==> config.mk <==
export PLATFORM = sky130hd
export DESIGN_NAME = wb_select_unit
export DESIGN_NICKNAME = d
export VERILOG_FILES = /design/src/rtl/wb_select_unit.sv
export SDC_FILE = /design/constraint.sdc
export NUM_CORES = 1
export LEC_CHECK = 0
export CORE_MARGIN = 3
export CORE_UTILIZATION = 35
export CTS_CLUSTER_SIZE = 20
export DETAILED_ROUTE_END_ITERATION = 12
export GPL_TIMING_DRIVEN = 1
export PLACE_DENSITY = 0.83
export SYNTH_ARGS = -nofsm -noshare
export SYNTH_HDL_FRONTEND = slang
export SYNTH_SLANG_ARGS = --single-unit
==> constraint.sdc <==
create_clock -name clk -period 2.3 [get_ports clk]
set_clock_uncertainty 0.2 [all_clocks]
set_input_delay 0.345 -clock clk [delete_from_list [all_inputs] [get_ports clk]]
set_output_delay 0.345 -clock clk [all_outputs]
set_load 0.01 [all_outputs]
==> src/rtl/wb_select_unit.sv <==
// Registered write-back selector: picks one of N_SRC sources or CONST_VAL and issues
// a single-cycle register-file write, waiting (with timeout) for slow sources.
module wb_select_unit #(
    parameter int DATA_W    = 32,
    parameter int N_SRC     = 5,
    parameter int SEL_W     = 3,
    parameter int ADDR_W    = 5,
    parameter int CONST_VAL = 227,
    parameter int TIMEOUT   = 64
) (
    input  logic                    clk,
    input  logic                    reset,
    input  logic                    start,
    input  logic [SEL_W-1:0]        selector,
    input  logic [ADDR_W-1:0]       dest_reg,
    input  logic [N_SRC*DATA_W-1:0] data_in,
    input  logic [N_SRC-1:0]        src_valid,
    output logic                    busy,
    output logic                    reg_write,
    output logic [ADDR_W-1:0]       write_reg,
    output logic [DATA_W-1:0]       write_data,
    output logic                    err_sel,
    output logic                    err_timeout,
    output logic [1:0]              dbg_state
);

    localparam int CNT_W = $clog2(TIMEOUT + 1);
    localparam logic [DATA_W-1:0] CONST_EXT = DATA_W'(CONST_VAL);

    typedef enum logic [1:0] {
        S_IDLE  = 2'd0,
        S_WAIT  = 2'd1,
        S_WRITE = 2'd2
    } state_e;

    state_e            state_q;
    logic [SEL_W-1:0]  sel_q;
    logic [ADDR_W-1:0] dest_q;
    logic [CNT_W-1:0]  cnt_q;
    logic              busy_q;
    logic              reg_write_q;
    logic [ADDR_W-1:0] write_reg_q;
    logic [DATA_W-1:0] write_data_q;
    logic              err_sel_q;
    logic              err_timeout_q;

    logic [SEL_W-1:0]  mux_idx;
    logic              mux_valid;
    logic [DATA_W-1:0] mux_data;
    logic              sel_bad;

    // In IDLE the live selector is looked up; while waiting, the latched one.
    always_comb begin
        mux_idx   = (state_q == S_IDLE) ? selector : sel_q;
        mux_valid = 1'b0;
        mux_data  = '0;
        if (mux_idx == SEL_W'(N_SRC)) begin
            mux_valid = 1'b1;
            mux_data  = CONST_EXT;
        end
        for (int k = 0; k < N_SRC; k++) begin
            if (mux_idx == SEL_W'(k)) begin
                mux_valid = src_valid[k];
                mux_data  = data_in[k*DATA_W +: DATA_W];
            end
        end
        sel_bad = (selector > SEL_W'(N_SRC));
    end

    always_ff @(posedge clk or posedge reset) begin
        if (reset) begin
            state_q       <= S_IDLE;
            sel_q         <= '0;
            dest_q        <= '0;
            cnt_q         <= '0;
            busy_q        <= 1'b0;
            reg_write_q   <= 1'b0;
            write_reg_q   <= '0;
            write_data_q  <= '0;
            err_sel_q     <= 1'b0;
            err_timeout_q <= 1'b0;
        end else begin
            reg_write_q   <= 1'b0;
            err_sel_q     <= 1'b0;
            err_timeout_q <= 1'b0;
            case (state_q)
                S_IDLE: begin
                    if (start) begin
                        if (sel_bad) begin
                            err_sel_q <= 1'b1;
                        end else if (mux_valid) begin
                            sel_q        <= selector;
                            dest_q       <= dest_reg;
                            write_reg_q  <= dest_reg;
                            write_data_q <= mux_data;
                            reg_write_q  <= 1'b1;
                            busy_q       <= 1'b1;
                            state_q      <= S_WRITE;
                        end else begin
                            sel_q   <= selector;
                            dest_q  <= dest_reg;
                            cnt_q   <= '0;
                            busy_q  <= 1'b1;
                            state_q <= S_WAIT;
                        end
                    end
                end
                S_WAIT: begin
                    if (mux_valid) begin
                        write_reg_q  <= dest_q;
                        write_data_q <= mux_data;
                        reg_write_q  <= 1'b1;
                        state_q      <= S_WRITE;
                    end else if (cnt_q == CNT_W'(TIMEOUT - 1)) begin
                        err_timeout_q <= 1'b1;
                        busy_q        <= 1'b0;
                        state_q       <= S_IDLE;
                    end else begin
                        cnt_q <= cnt_q + CNT_W'(1);
                    end
                end
                S_WRITE: begin
                    busy_q  <= 1'b0;
                    state_q <= S_IDLE;
                end
                default: begin
                    busy_q  <= 1'b0;
                    state_q <= S_IDLE;
                end
            endcase
        end
    end

    assign busy        = busy_q;
    assign reg_write   = reg_write_q;
    assign write_reg   = write_reg_q;
    assign write_data  = write_data_q;
    assign err_sel     = err_sel_q;
    assign err_timeout = err_timeout_q;
    assign dbg_state   = state_q;

endmodule

; Yosys cells after proc, flatten, opt, wreduce, memory -nomap -nowiden
; Index checks and enable logic that the tools add are counted.
; Widths: inputs -> output; s select.
[word_totals]
reg_bits = 58
out_inout_bits = 43
elab_cells = 87
[op_classes]
n_addsub = 1
magnitude_cmp = 1
eq_ne = 16
mux = 49
n_bitwise = 1
reduce_logical = 9
[op_table]
columns = cell, n
row1 = $mux 32, 8
row2 = $pmux 32 s2, 1
row3 = $mux 7, 5
row4 = $mux 5, 4
row5 = $mux 1, 19
row6 = $ne 2x2->1 const B, 8
row7 = $pmux 7 s2, 1
row8 = $mux 2, 5
row9 = $pmux 5 s2, 1
row10 = $reduce_and 3->1, 3
row11 = $mux 8, 1
row12 = $add 7x1->7 const B, 1
row13 = $eq 7x6->1 const B, 1
row14 = $eq 3x2->1 const B, 2
row15 = $eq 3x3->1 const B, 2
row16 = $reduce_and 6->1, 1
row17 = $reduce_and 5->1, 1
row18 = $pmux 1 s2, 2
row19 = $pmux 2 s2, 1
row20 = $reduce_and 4->1, 1
row21 = $eq 3x1->1 const B, 1
row22 = $gt 3x3->1 const B, 1
row23 = $logic_not 3->1, 1
row24 = $mux 3, 1
row25 = other kinds (5), 5

; Longest topological paths before layout
[depth]
depth_word = 13
mapped_depth = 10

; Worst setup path after synthesis
; OpenSTA, ideal clock, no wires.
[synth_timing]
path_kind = reg2reg
startpoint = register state_q[1] (netlist: dbg_state[1])
endpoint = register write_data_q[19] (netlist: write_data[19])
arrival_time_ns = 2.204
required_time_ns = 1.975
setup_slack_ns = -0.229
stages_incl_launch_ff = 9
synth_period_minus_slack_ns = 2.529
cell_sequence = dfrtp_1 > buf_2 > or4b_1 > o21ai_0 > a21boi_2 > a221o_1 > nor2b_4 > buf_6 > mux2_4
[synth_via]
elab_chain_len = 13
[synth_lines]
columns = item, line_no
row1 = "start, declared", 36  ; state_e state_q;
row2 = "start signal, assigned", 72  ; state_q <= S_IDLE;
row3 = "start signal, assigned", 98  ; state_q <= S_WRITE;
row4 = "start signal, assigned", 104  ; state_q <= S_WAIT;
row5 = $logic_not 2->1, "54, 86"
row6 = $mux 3, 54  ; mux_idx = (state_q == S_IDLE) ? selector : sel_q;
row7 = $eq 3x3->1, 57  ; if (mux_idx == SEL_W'(N_SRC)) begin
row8 = $mux 1, 57
row9 = $mux 1 (5 in series), 62  ; if (mux_idx == SEL_W'(k)) begin
row10 = $mux 32, "91, 109"
row11 = $mux 32, 89  ; if (sel_bad) begin
row12 = $mux 32, 88  ; if (start) begin
row13 = $pmux 32 s2, 86  ; case (state_q)
row14 = "end signal, assigned", 95  ; write_data_q <= mux_data;
row15 = "end signal, assigned", 111  ; write_data_q <= mux_data;
row16 = "end, declared", 43  ; logic [DATA_W-1:0] write_data_q;
; Parallel ways exist; a longest one is shown, timed or not. The select of a mux whose other input is x is not followed.
; A chain may end at the register's enable or synchronous reset.

; Worst setup path after layout
[layout_timing]
startpoint = register state_q[1] (netlist: dbg_state[1])
endpoint = register write_data_q[5] (netlist: write_data[5])
[layout_via]
elab_chain_len = 13
[layout_lines]
columns = item, line_no
row1 = $logic_not 2->1, "54, 86"
row2 = $mux 3, 54
row3 = $eq 3x3->1, 57
row4 = $mux 8 / $mux 1 (equally long branches), 57
row5 = $mux 32 / $mux 1 (equally long branches) (5 in series), 62
row6 = $mux 32, "91, 109"
row7 = $mux 32, 89
row8 = $mux 32, 88
row9 = $pmux 32 s2, 86
; Parallel ways exist; a longest one is shown, timed or not. The select of a mux whose other input is x is not followed.

==> impl_metrics.toml <==
[timing]
period_share = 1.11
slew_headroom = 0.698
period_minus_slack_ns = 2.54
hold_viol = 0
finalMaxSlewViolations = 0
finalSetupViolCount = 47
timing.fmax_ghz = 0.393
grt_setup_unrepaired = "yes"
worst_pin_slew_ns = 0.452
timing.hold.ws_ns = 0.0323
worst_slack_ns = -0.245
setup_tns_ns = -9.25

[global_route]
grt_antenna_before_repair = 0
grt_use_total = 0.216
grt_max_degree = 33
gr-total-overflow = 0
met2_usage = 0.382
grt-busiest-layer = "met2"
use_met3 = 0.0540
grt_pass1_vias = 4058
grt_pass1_wl_um = 20100
use_met1 = 0.250

[logic_synthesis]
yosys.area.top_type = "dfrtp_1"
ys_seq_elements = 58
yosys.cell_count.top_type = "mux2i_1"
ys_seq_area_frac = 0.385
syn_inst = 357
synth_cell_types = 49
syn_avg_cell_area_um2 = 10.6
async_reset_ff_frac = 1.00
yosys-top-cells-area = "dfrtp_1, mux2i_1, mux2_4"
yosys_warnings = 0
syn-num-nets = 534
synth_edf_count = 0
netlist.area_leader.share = 0.385
syn_area_um2 = 3770
synth_ff_type = "dfrtp_1"
yosys-top-cells-count = "mux2i_1, dfrtp_1, a21oi_1, inv_1, o21ai_0"

[critical_path]
crit_path_start_kind = "flop"
required_ns = 2.32
r2r_end = "write_data[5]"
r2r-start = "dbg_state[1]"
reg2reg_depth = 9
critPathMaxFanout = 7
worst-endpoint-arrival_ns = 2.56
reg2reg_slack_ns = -0.24
endpoint_kind = "flop"
crit_type = "reg2reg"

[place]
io_buffers = 218
hpwlAfterDp_um = 10300
place.gp.congestion = 0.899
dp.cells = 721

[routing]
vias = 3884
wl_per_cell_um = 18.3
drt_pre_antenna_iters = 7
drt_drc_violations_left = 0
totalWireLength_um = 13600
drt_iter0_drc = 283
ant_nets = 0
viasPerCell = 5.22

[die]
start_util = 0.362
dieArea_um2 = 12000
rows = 37
die_h_um = 110
fp.dieW_um = 110
top_level_ports = 219
core_area_um2 = 10400

[final_layout]
multi_input_area_um2 = 2170
diodes = 0
seq_area_um2 = 1450
largest_reg_flops = 32
nets = 780
fin_cells = 744
post_route_cells_drive_above_1_share = 0.199
nFillCells = 773
syn_to_final_growth_pct = 78.1

[run]
maxCapViolations = 0

[clock_tree]
insertion_delay_ns = 0.33
cts_buffers = 9
cts_max_level = 3
cts_tree = "done"
cts_sinks = 58
clkTransAtPathRegs_ns = 0.07
cts_root_buf = "clkbuf_8"
clockBufferDepth = 2
holdBufCountCts = 0

[power_and_ir_drop]
p_per_area_nw_per_um2 = 1230
vdd.ir_drop.worst_mv = 0.635
finalPower_mw = 8.25
leakagePower_nw = 2.84

[run_status]
outcome = "finished with violations"
violations = "setup timing"

[worst_hold_path]
hold_class = "in2async"
[logic make-up (layout without fill, tap and decap cells)]
logic type                 count (synthesis)  in the layout  share of synthesized area
AOI/OAI and AO/OA                        100            100                      0.166
adders and majority gates                  1              1                    0.00332
buffers and inverters                     50            301                     0.0744
DFF                                       58             58                      0.385
muxes                                    104            104                      0.302
and+or+nand+nor                           44             44                     0.0691
[power breakdown]
part           switching (mW)  internal (mW)  leakage, nW
clock                   0.414          0.553        0.105
sequential              0.332           1.47        0.723
combinational            2.42           3.05         2.01
[timing repair]
| action | 4_1_cts | 5_1_grt |
|---|---|---|
| setup buffers | 7 | 2 |
| cloned | 1 | 1 |
| endpoints found under the setup margin | 47 | 49 |
| endpoints found under the hold margin | 0 | 0 |
| resized for setup | 41 | 15 |
| pin swaps | 10 | 13 |
[per-stage QoR]
step / utilization / setup slack, ns / cell area, um2
CTS: 0.642 / -0.268 / 6680
finish: 0.644 / -0.245 / 6710
global route: 0.644 / -0.340 / 6710
detailed placement: 0.605 / -0.676 / 6300
global placement: 0.605 / -0.591 / 6300
floorplan: - / -0.199 / 3780
[routing by layer]
layer,vias up,share of wire
met1,1855,0.39
met3,27,0.074
li1,1813,-
met2,189,0.52
met4,0,0.021
met5,-,0
[placed cells by master, fill, tap and decap left out, drive strengths merged, types with 2 or more instances in the layout]
| cell | netlist | layout |
|---|---|---|
| mux2 | 30 | 30 |
| buf | 19 | 41 |
| a21oi | 29 | 29 |
| nor3 | 3 | 3 |
| or2 | 3 | 3 |
| nor2b | 2 | 2 |
| a2bb2oi | 5 | 5 |
| a222oi | 6 | 6 |
| dlygate4sd2 | 0 | 2 |
| and3 | 3 | 3 |
| o21a | 2 | 2 |
| nor2 | 9 | 9 |
| clkbuf | 6 | 12 |
| nand2 | 4 | 4 |
| o22ai | 21 | 21 |
| inv | 25 | 25 |
| dfrtp | 58 | 58 |
| and2 | 2 | 2 |
| mux2i | 74 | 74 |
| clkinv | 0 | 3 |
| nand2b | 4 | 4 |
| clkdlybuf4s50 | 0 | 216 |
| nor3b | 2 | 2 |
| o31ai | 3 | 3 |
| o21ai | 24 | 24 |
| nand3 | 5 | 5 |
| a21boi | 2 | 2 |
[how the worst max path moves through the flow]
stage | startpoint | endpoint | slack, ns | cells after the start
floorplan | dbg_state[1] | write_data[19] | -0.20 | 8
global placement | selector[0] | write_data[2] | -0.59 | 8
detailed placement | selector[0] | write_data[10] | -0.68 | 9
CTS | dbg_state[1] | write_data[0] | -0.27 | 8
global route | dbg_state[1] | write_data[9] | -0.34 | 10
finish | dbg_state[1] | write_data[5] | -0.24 | 9
[critical path, cell delays in order (launching register included)]
cell     delay, ns
dfrtp_2       0.47
buf_6         0.16
o21ai_2       0.20
buf_4         0.16
nand3_2       0.09
a32oi_1       0.23
a221o_1       0.20
nor2b_4       0.20
buf_6         0.20
mux2_4        0.32
[cell type report]
| type | count | area share |
|---|---|---|
| Inverter | 25 | 0.0140 |
| Tap cell | 136 | 0.0254 |
| Timing Repair Buffer | 260 | 0.390 |
| Clock buffer | 11 | 0.0226 |
| Multi-Input combinational cell | 249 | 0.324 |
| Clock inverter | 5 | 0.00783 |
| Sequential cell | 58 | 0.217 |
No activity file was read; power rests on OpenSTA's default activity.
